## config.mk

```make
export PLATFORM = sky130hd
export DESIGN_NAME = mem_arbiter_flat
export DESIGN_NICKNAME = d
export VERILOG_FILES = /design/src/rtl/mem_arbiter_if.sv /design/src/rtl/mem_arbiter.sv /design/src/flat_wrapper.sv
export SDC_FILE = /design/constraint.sdc
export NUM_CORES = 1
export LEC_CHECK = 0
export BUFFER_PORTS_ARGS = -buffer_cell sky130_fd_sc_hd__buf_4
export CORE_MARGIN = 4
export CORE_UTILIZATION = 30
export DETAILED_ROUTE_END_ITERATION = 16
export PLACE_DENSITY = 0.53
export REMOVE_ABC_BUFFERS = 1
export SLEW_MARGIN = 20
export SYNTH_ARGS = -nofsm -noshare
export SYNTH_HDL_FRONTEND = slang
export SYNTH_SLANG_ARGS = --single-unit
```

## constraint.sdc

```tcl
create_clock -name clk -period 1.55 [get_ports clk]
set_input_delay 0 -clock clk [delete_from_list [all_inputs] [get_ports clk]]
set_output_delay 0 -clock clk [all_outputs]
set_load 0.03 [all_outputs]
```

## src/rtl/mem_arbiter_if.sv

```systemverilog
// mem_arbiter_if: requester, memory-side and status signals of the two-port memory arbiter
//   p0_*/p1_* : requester ports (valid/wr_rd/addr/wdata in, done/rdata out)
//   m_*       : single-port memory bus (valid/wr_rd/addr/wdata out, ready/rdata in)
//   busy      : arbiter not idle; gnt_id: port owning current/last transaction
//   slave     : arbiter view; master: requester and memory view
interface mem_arbiter_if #(
  parameter int WIDTH = 8,
  parameter int ADDR_WIDTH = 8
);
  logic p0_valid, p0_wr_rd, p0_done;
  logic [ADDR_WIDTH-1:0] p0_addr;
  logic [WIDTH-1:0] p0_wdata, p0_rdata;
  logic p1_valid, p1_wr_rd, p1_done;
  logic [ADDR_WIDTH-1:0] p1_addr;
  logic [WIDTH-1:0] p1_wdata, p1_rdata;
  logic m_valid, m_wr_rd, m_ready;
  logic [ADDR_WIDTH-1:0] m_addr;
  logic [WIDTH-1:0] m_wdata, m_rdata;
  logic busy, gnt_id;
  modport slave (
    input p0_valid, p0_wr_rd, p0_addr, p0_wdata,
    input p1_valid, p1_wr_rd, p1_addr, p1_wdata,
    input m_ready, m_rdata,
    output p0_done, p0_rdata, p1_done, p1_rdata,
    output m_valid, m_wr_rd, m_addr, m_wdata, busy, gnt_id
  );
  modport master (
    output p0_valid, p0_wr_rd, p0_addr, p0_wdata,
    output p1_valid, p1_wr_rd, p1_addr, p1_wdata,
    output m_ready, m_rdata,
    input p0_done, p0_rdata, p1_done, p1_rdata,
    input m_valid, m_wr_rd, m_addr, m_wdata, busy, gnt_id
  );
endinterface

```

## src/rtl/mem_arbiter.sv

```systemverilog
// mem_arbiter: two-port round-robin arbiter serialising requests onto one valid/ready memory port
//   clk, res : clock and synchronous active-high reset
//   bus      : slave side of mem_arbiter_if (requester ports, memory bus, busy, gnt_id)
module mem_arbiter #(
  parameter int WIDTH = 8,
  parameter int DEPTH = 256,
  parameter int ADDR_WIDTH = $clog2(DEPTH)
) (
  input logic clk,
  input logic res,
  mem_arbiter_if.slave bus
);
  typedef enum logic [1:0] {IDLE, ISSUE, WAIT, RESP} state_t;
  state_t state_q, state_d;
  logic last_q, last_d, gnt_q, gnt_d, busy_q, busy_d, pick;
  logic m_valid_q, m_valid_d, m_wr_rd_q, m_wr_rd_d;
  logic [ADDR_WIDTH-1:0] m_addr_q, m_addr_d;
  logic [WIDTH-1:0] m_wdata_q, m_wdata_d, rdata0_q, rdata0_d, rdata1_q, rdata1_d;
  logic [1:0] done_q, done_d;
  always_comb begin
    state_d = state_q;
    last_d = last_q;
    gnt_d = gnt_q;
    m_valid_d = 1'b0;
    m_wr_rd_d = m_wr_rd_q;
    m_addr_d = m_addr_q;
    m_wdata_d = m_wdata_q;
    done_d = 2'b00;
    rdata0_d = rdata0_q;
    rdata1_d = rdata1_q;
    // on a tie the port that did not complete last wins
    pick = (bus.p0_valid && bus.p1_valid) ? ~last_q : bus.p1_valid;
    case (state_q)
      IDLE: if (bus.p0_valid || bus.p1_valid) begin
        state_d = ISSUE;
        gnt_d = pick;
        m_valid_d = 1'b1;
        m_wr_rd_d = pick ? bus.p1_wr_rd : bus.p0_wr_rd;
        m_addr_d = pick ? bus.p1_addr : bus.p0_addr;
        m_wdata_d = pick ? bus.p1_wdata : bus.p0_wdata;
      end
      ISSUE: state_d = WAIT;
      WAIT: if (bus.m_ready) begin
        state_d = RESP;
        last_d = gnt_q;
        done_d = gnt_q ? 2'b10 : 2'b01;
        rdata0_d = (!gnt_q && !m_wr_rd_q) ? bus.m_rdata : rdata0_q;
        rdata1_d = (gnt_q && !m_wr_rd_q) ? bus.m_rdata : rdata1_q;
      end
      default: state_d = IDLE;
    endcase
    busy_d = state_d != IDLE;
  end
  always_ff @(posedge clk) begin
    if (res) begin
      state_q <= IDLE;
      last_q <= 1'b1;
      gnt_q <= 1'b0;
      busy_q <= 1'b0;
      m_valid_q <= 1'b0;
      m_wr_rd_q <= 1'b0;
      m_addr_q <= '0;
      m_wdata_q <= '0;
      done_q <= 2'b00;
      rdata0_q <= '0;
      rdata1_q <= '0;
    end else begin
      state_q <= state_d;
      last_q <= last_d;
      gnt_q <= gnt_d;
      busy_q <= busy_d;
      m_valid_q <= m_valid_d;
      m_wr_rd_q <= m_wr_rd_d;
      m_addr_q <= m_addr_d;
      m_wdata_q <= m_wdata_d;
      done_q <= done_d;
      rdata0_q <= rdata0_d;
      rdata1_q <= rdata1_d;
    end
  end
  assign bus.m_valid = m_valid_q;
  assign bus.m_wr_rd = m_wr_rd_q;
  assign bus.m_addr = m_addr_q;
  assign bus.m_wdata = m_wdata_q;
  assign bus.p0_done = done_q[0];
  assign bus.p1_done = done_q[1];
  assign bus.p0_rdata = rdata0_q;
  assign bus.p1_rdata = rdata1_q;
  assign bus.busy = busy_q;
  assign bus.gnt_id = gnt_q;
endmodule

```

## src/flat_wrapper.sv

```systemverilog
// flat-port wrapper written by rule: the top's interface ports become plain ports
module mem_arbiter_flat 
#(
  parameter int WIDTH = 8,
  parameter int DEPTH = 256,
  parameter int ADDR_WIDTH = $clog2(DEPTH)
)
  (clk, res, bus_p0_valid, bus_p0_wr_rd, bus_p0_addr, bus_p0_wdata, bus_p1_valid, bus_p1_wr_rd, bus_p1_addr, bus_p1_wdata, bus_m_ready, bus_m_rdata, bus_p0_done, bus_p0_rdata, bus_p1_done, bus_p1_rdata, bus_m_valid, bus_m_wr_rd, bus_m_addr, bus_m_wdata, bus_busy, bus_gnt_id);
  mem_arbiter_if #(.WIDTH(WIDTH), .ADDR_WIDTH(ADDR_WIDTH)) bus_i ();
  input logic clk;
  input logic res;
  input wire logic [$bits(bus_i.p0_valid)-1:0] bus_p0_valid;
  input wire logic [$bits(bus_i.p0_wr_rd)-1:0] bus_p0_wr_rd;
  input wire logic [$bits(bus_i.p0_addr)-1:0] bus_p0_addr;
  input wire logic [$bits(bus_i.p0_wdata)-1:0] bus_p0_wdata;
  input wire logic [$bits(bus_i.p1_valid)-1:0] bus_p1_valid;
  input wire logic [$bits(bus_i.p1_wr_rd)-1:0] bus_p1_wr_rd;
  input wire logic [$bits(bus_i.p1_addr)-1:0] bus_p1_addr;
  input wire logic [$bits(bus_i.p1_wdata)-1:0] bus_p1_wdata;
  input wire logic [$bits(bus_i.m_ready)-1:0] bus_m_ready;
  input wire logic [$bits(bus_i.m_rdata)-1:0] bus_m_rdata;
  output wire logic [$bits(bus_i.p0_done)-1:0] bus_p0_done;
  output wire logic [$bits(bus_i.p0_rdata)-1:0] bus_p0_rdata;
  output wire logic [$bits(bus_i.p1_done)-1:0] bus_p1_done;
  output wire logic [$bits(bus_i.p1_rdata)-1:0] bus_p1_rdata;
  output wire logic [$bits(bus_i.m_valid)-1:0] bus_m_valid;
  output wire logic [$bits(bus_i.m_wr_rd)-1:0] bus_m_wr_rd;
  output wire logic [$bits(bus_i.m_addr)-1:0] bus_m_addr;
  output wire logic [$bits(bus_i.m_wdata)-1:0] bus_m_wdata;
  output wire logic [$bits(bus_i.busy)-1:0] bus_busy;
  output wire logic [$bits(bus_i.gnt_id)-1:0] bus_gnt_id;
  assign bus_i.p0_valid = bus_p0_valid;
  assign bus_i.p0_wr_rd = bus_p0_wr_rd;
  assign bus_i.p0_addr = bus_p0_addr;
  assign bus_i.p0_wdata = bus_p0_wdata;
  assign bus_i.p1_valid = bus_p1_valid;
  assign bus_i.p1_wr_rd = bus_p1_wr_rd;
  assign bus_i.p1_addr = bus_p1_addr;
  assign bus_i.p1_wdata = bus_p1_wdata;
  assign bus_i.m_ready = bus_m_ready;
  assign bus_i.m_rdata = bus_m_rdata;
  assign bus_p0_done = bus_i.p0_done;
  assign bus_p0_rdata = bus_i.p0_rdata;
  assign bus_p1_done = bus_i.p1_done;
  assign bus_p1_rdata = bus_i.p1_rdata;
  assign bus_m_valid = bus_i.m_valid;
  assign bus_m_wr_rd = bus_i.m_wr_rd;
  assign bus_m_addr = bus_i.m_addr;
  assign bus_m_wdata = bus_i.m_wdata;
  assign bus_busy = bus_i.busy;
  assign bus_gnt_id = bus_i.gnt_id;
  mem_arbiter #(.WIDTH(WIDTH), .DEPTH(DEPTH), .ADDR_WIDTH(ADDR_WIDTH)) u_core (.clk(clk), .res(res), .bus(bus_i));
endmodule
```

==> metrics.md <==
| Metric | Value |
|---|---|
| Status | `complete, no violations` |
| Tightest Hold Check Type | `in -> reg` |
| Final setup viols | `0` |
| Worst Path Required | `1.73 ns` |
| Worst Path Class, Setup | `reg -> reg` |
| Most frequent cells in the layout | `buf_4, dfxtp_1, nand2_1` |
| ANT cells | `0` |
| Worst Path Arrival | `1.59 ns` |
| Initial DRC count | `68` |
| Routability Congestion | `0.7042` |
| Die height | `84.80 um` |
| Most common cell after layout, fill and taps aside | `buf_4` |
| Placeable Area | `5608 um^2` |
| Multiplexer share of the synthesized area | `4.526%` |
| Max Slew Vio Count | `0` |
| Critical Path, Cell by Cell | `inv_1 > ha_2 > and4bb_4 > mux2i_1 > nor2_1` |
| Worst Setup Start Kind | `flip-flop` |
| Remaining antenna violation count | `0` |
| Crit. End Element | `flip-flop` |
| Synthesized instance count | `190` |
| First-pass DRT Iterations | `4` |
| Crit Reg-Reg Startpoint | `u_core.state_q[0]$_SDFF_PP0_` |
| Avg Cell Area, Syn | `9.312 um^2` |
| CTS tree | `done` |
| Initial antenna violation count | `0` |
| Share of the synthesized area in the top cell type | `46.39%` |
| Worst Tran Pin Value | `0.4159 ns` |
| Complex-gate fraction of the synthesized area | `23.34%` |
| # Max-Cap Violations | `0` |
| Pre-CTS WS | `0.01075 ns` |
| Post-synth top area cell | `dfxtp_1` |
| Min-Delay Startpoint | `bus_p1_addr[5]` |
| Synthesized area | `1769 um^2` |
| CP top delay family | `simple AND/OR/NAND/NOR gates` |
| Fill cells | `558` |
| Final hold vios | `0` |
| H-tree levels | `2` |
| GRT Total Usage | `15.26%` |
| Row count | `27` |
| Vias in the first global route | `1,774` |
| Dpl hpwl | `3594 um` |
| Setup TNS | `0 ns` |
| Clk root buf | `clkbuf_8` |
| Synth Area in Adders | `2.122%` |
| Fraction of layout cells with a size suffix above 1 | `40.59%` |
| Sequential area share after synthesis | `46.39%` |
| Synth Register Bits | `41` |
| Worst-Skew Late Latency | `0.30 ns` |
| Hold path depth | `3` |
| Slowest cell on the critical path | `and4bb_4` |
| Clk_skew | `0.007706 ns` |
| Remaining global-route overflow | `0` |
| Die Width | `84.80 um` |
| Setup Fix Bufs, Post-CTS | `0` |
| CTS Buf Count | `5` |
| Max incr delay on CP | `0.37 ns` |
| Number of synthesis warnings | `0` |
| VDD IR max | `0.7309 mV` |
| CTS max path bufs | `2` |
| Final wirelength | `5251 um` |
| Post-route DRC violation count | `0` |
| Synth top area cells | `dfxtp_1, nand2_1, a211oi_2` |
| Setup ws final | `0.1368 ns` |
| Largest net degree at the start of global routing | `33` |
| Reg2reg setup slack | `0.14 ns` |
| Yosys cell types | `31` |
| Boundary Pins | `85` |
| Layout area overhead | `62.66%` |
| Port bufs | `84` |
| Max Freq | `707.6 MHz` |
| Synth Area in XOR/XNOR | `0%` |
| Largest family of logic cells by synthesized area | `compound AO/OA/AOI/OAI gates` |
| R2R cell count | `5` |
| WP buf/inv | `1` |
| PwrDens | `1568 nW/um^2` |
| R2R Path End | `u_core.bus.p0_rdata[4]$_SDFFE_PP0P_` |
| Die area | `7190 um^2` |
| Post-Synth Simple-Gate Area | `17.82%` |
| Period minus WS final | `1.413 ns` |
| Clock sinks | `41` |
| Routed length per placed instance | `14.00 um` |
| Worst hold path endpoint | `u_core.bus.m_addr[5]$_SDFFE_PP0P_` |
| DR vias | `1,725` |
| Drt via density | `4.600` |
| Slew margin rel. | `72.27%` |
| Final worst-path cycle share | `91.17%` |
| Reg clk slew, reported paths | `0.08 ns` |
| P_leak | `1.254 nW` |
| Crit Path Max Fanout | `8` |
| Nets | `352` |
| First-pass GRT wire length | `8804 um` |
| Initial Util | `31.55%` |
| RSZ-0062 raised after global routing | `no` |
==> cell families after synthesis <==
logic type / Yosys count
flip-flops: 41
AO/OA/AOI/OAI: 50
AND/OR/NAND/NOR: 73
adder cells (fa/ha/maj): 3
buffers and inverters: 15
multiplexers: 8
==> metrics by stage <==
stage	hold slack, ns	total power, mW	utilization, %	instances	cell area, um^2
finish	0.03666	4.511	51.32	375	2878
global route	0.03619	4.808	51.32	375	2878
CTS	0.02880	4.564	51.18	375	2870
detailed placement	0.2537	3.616	44.31	340	2485
global placement	0.2486	3.595	44.31	340	2485
floorplan	0.06465	2.760	-	177	1674
==> sequential cells by signal, summed over array words and instances (netlist names) <==
name and cells:
u_core.bus.m_wdata 8, u_core.bus.gnt_id 1, u_core.bus.p1_rdata 8, u_core.bus.busy 1, u_core.state_q 2, u_core.bus.m_valid 1
u_core.last_q 1, u_core.bus.m_wr_rd 1, u_core.bus.p0_rdata 8, u_core.bus.m_addr 8, u_core.done_q 2
==> routing by layer <==
metal / share of wire [%] / vias to the layer above / global-route usage [%]
met5: 0 / - / 0
met4: 2.5 / 0 / 6.475
met3: 3.8 / 11 / 3.042
met2: 51 / 35 / 26.62
met1: 42 / 807 / 18.10
li1: - / 872 / -
==> cell type report <==
| type | count | area, um^2 | area share, % |
|---|---|---|---|
| multi-input cells | 134 | 853.3 | 29.65 |
| inverters | 2 | 7.507 | 0.2609 |
| clock buffers | 5 | 68.82 | 2.391 |
| clock inverters | 3 | 46.29 | 1.609 |
| repair buffers | 118 | 991.0 | 34.43 |
| well taps | 72 | 90.09 | 3.130 |
| flip-flops and latches | 41 | 820.8 | 28.52 |
==> synthesized netlist by cell type <==
master    number
o22ai_1        1
a211oi_1       7
o21a_1         1
nand2_1       34
a21boi_4       1
and4b_1        1
nor3_1         1
ha_1           3
inv_1          2
a22oi_1        1
o21ai_2        1
dfxtp_1       41
and3_1         1
a21boi_0       1
buf_2          3
nor2_1        29
and4bb_2       1
mux2i_1        8
clkbuf_1       4
a21oi_2        9
a21bo_1        1
a311o_1        1
nand4b_1       1
buf_12         1
or2_1          1
nor2b_1        2
a21oi_1       16
a211oi_2      10
or3b_1         2
buf_4          3
buf_6          2
==> power breakdown <==
| group | switching [mW] | internal, mW | leakage (nW) |
|---|---|---|---|
| logic | 1.23 | 0.943 | 0.863 |
| registers | 0.139 | 1.31 | 0.336 |
| clock network | 0.402 | 0.482 | 0.0543 |
| total | 1.77 | 2.74 | 1.25 |
==> worst max path at each step <==
stage	startpoint	endpoint	slack (ns)	cells past startpoint
after global routing	u_core.state_q[0]$_SDFF_PP0_	u_core.bus.p0_rdata[3]$_SDFFE_PP0P_	0.04	5
final	u_core.state_q[0]$_SDFF_PP0_	u_core.bus.p0_rdata[4]$_SDFFE_PP0P_	0.14	5
after floorplan	u_core.state_q[0]$_SDFF_PP0_	u_core.bus.p0_rdata[0]$_SDFFE_PP0P_	0.21	5
after detailed placement	u_core.state_q[0]$_SDFF_PP0_	u_core.bus.p0_rdata[4]$_SDFFE_PP0P_	0.01	5
after global placement	u_core.state_q[0]$_SDFF_PP0_	u_core.bus.p0_rdata[2]$_SDFFE_PP0P_	0.07	5
after CTS	u_core.state_q[0]$_SDFF_PP0_	u_core.bus.p0_rdata[4]$_SDFFE_PP0P_	0.0009	5
==> worst reg2reg max path, delay by kind of cell, from the launching register on <==
kind | cells | cell delay (ns)
simple gates | 2 | 0.42
buf+inv | 1 | 0.08
mux | 1 | 0.22
flops | 1 | 0.34
fa+ha+maj | 1 | 0.23
==> what timing repair did <==
item / 4_1_cts / 5_1_grt
endpoints found under the hold margin: 37 / 0
endpoints found under the setup margin: 0 / 16
resized for setup: 0 / 3
hold buffers: 27 / 0
Power figures use the tool's default switching activity.
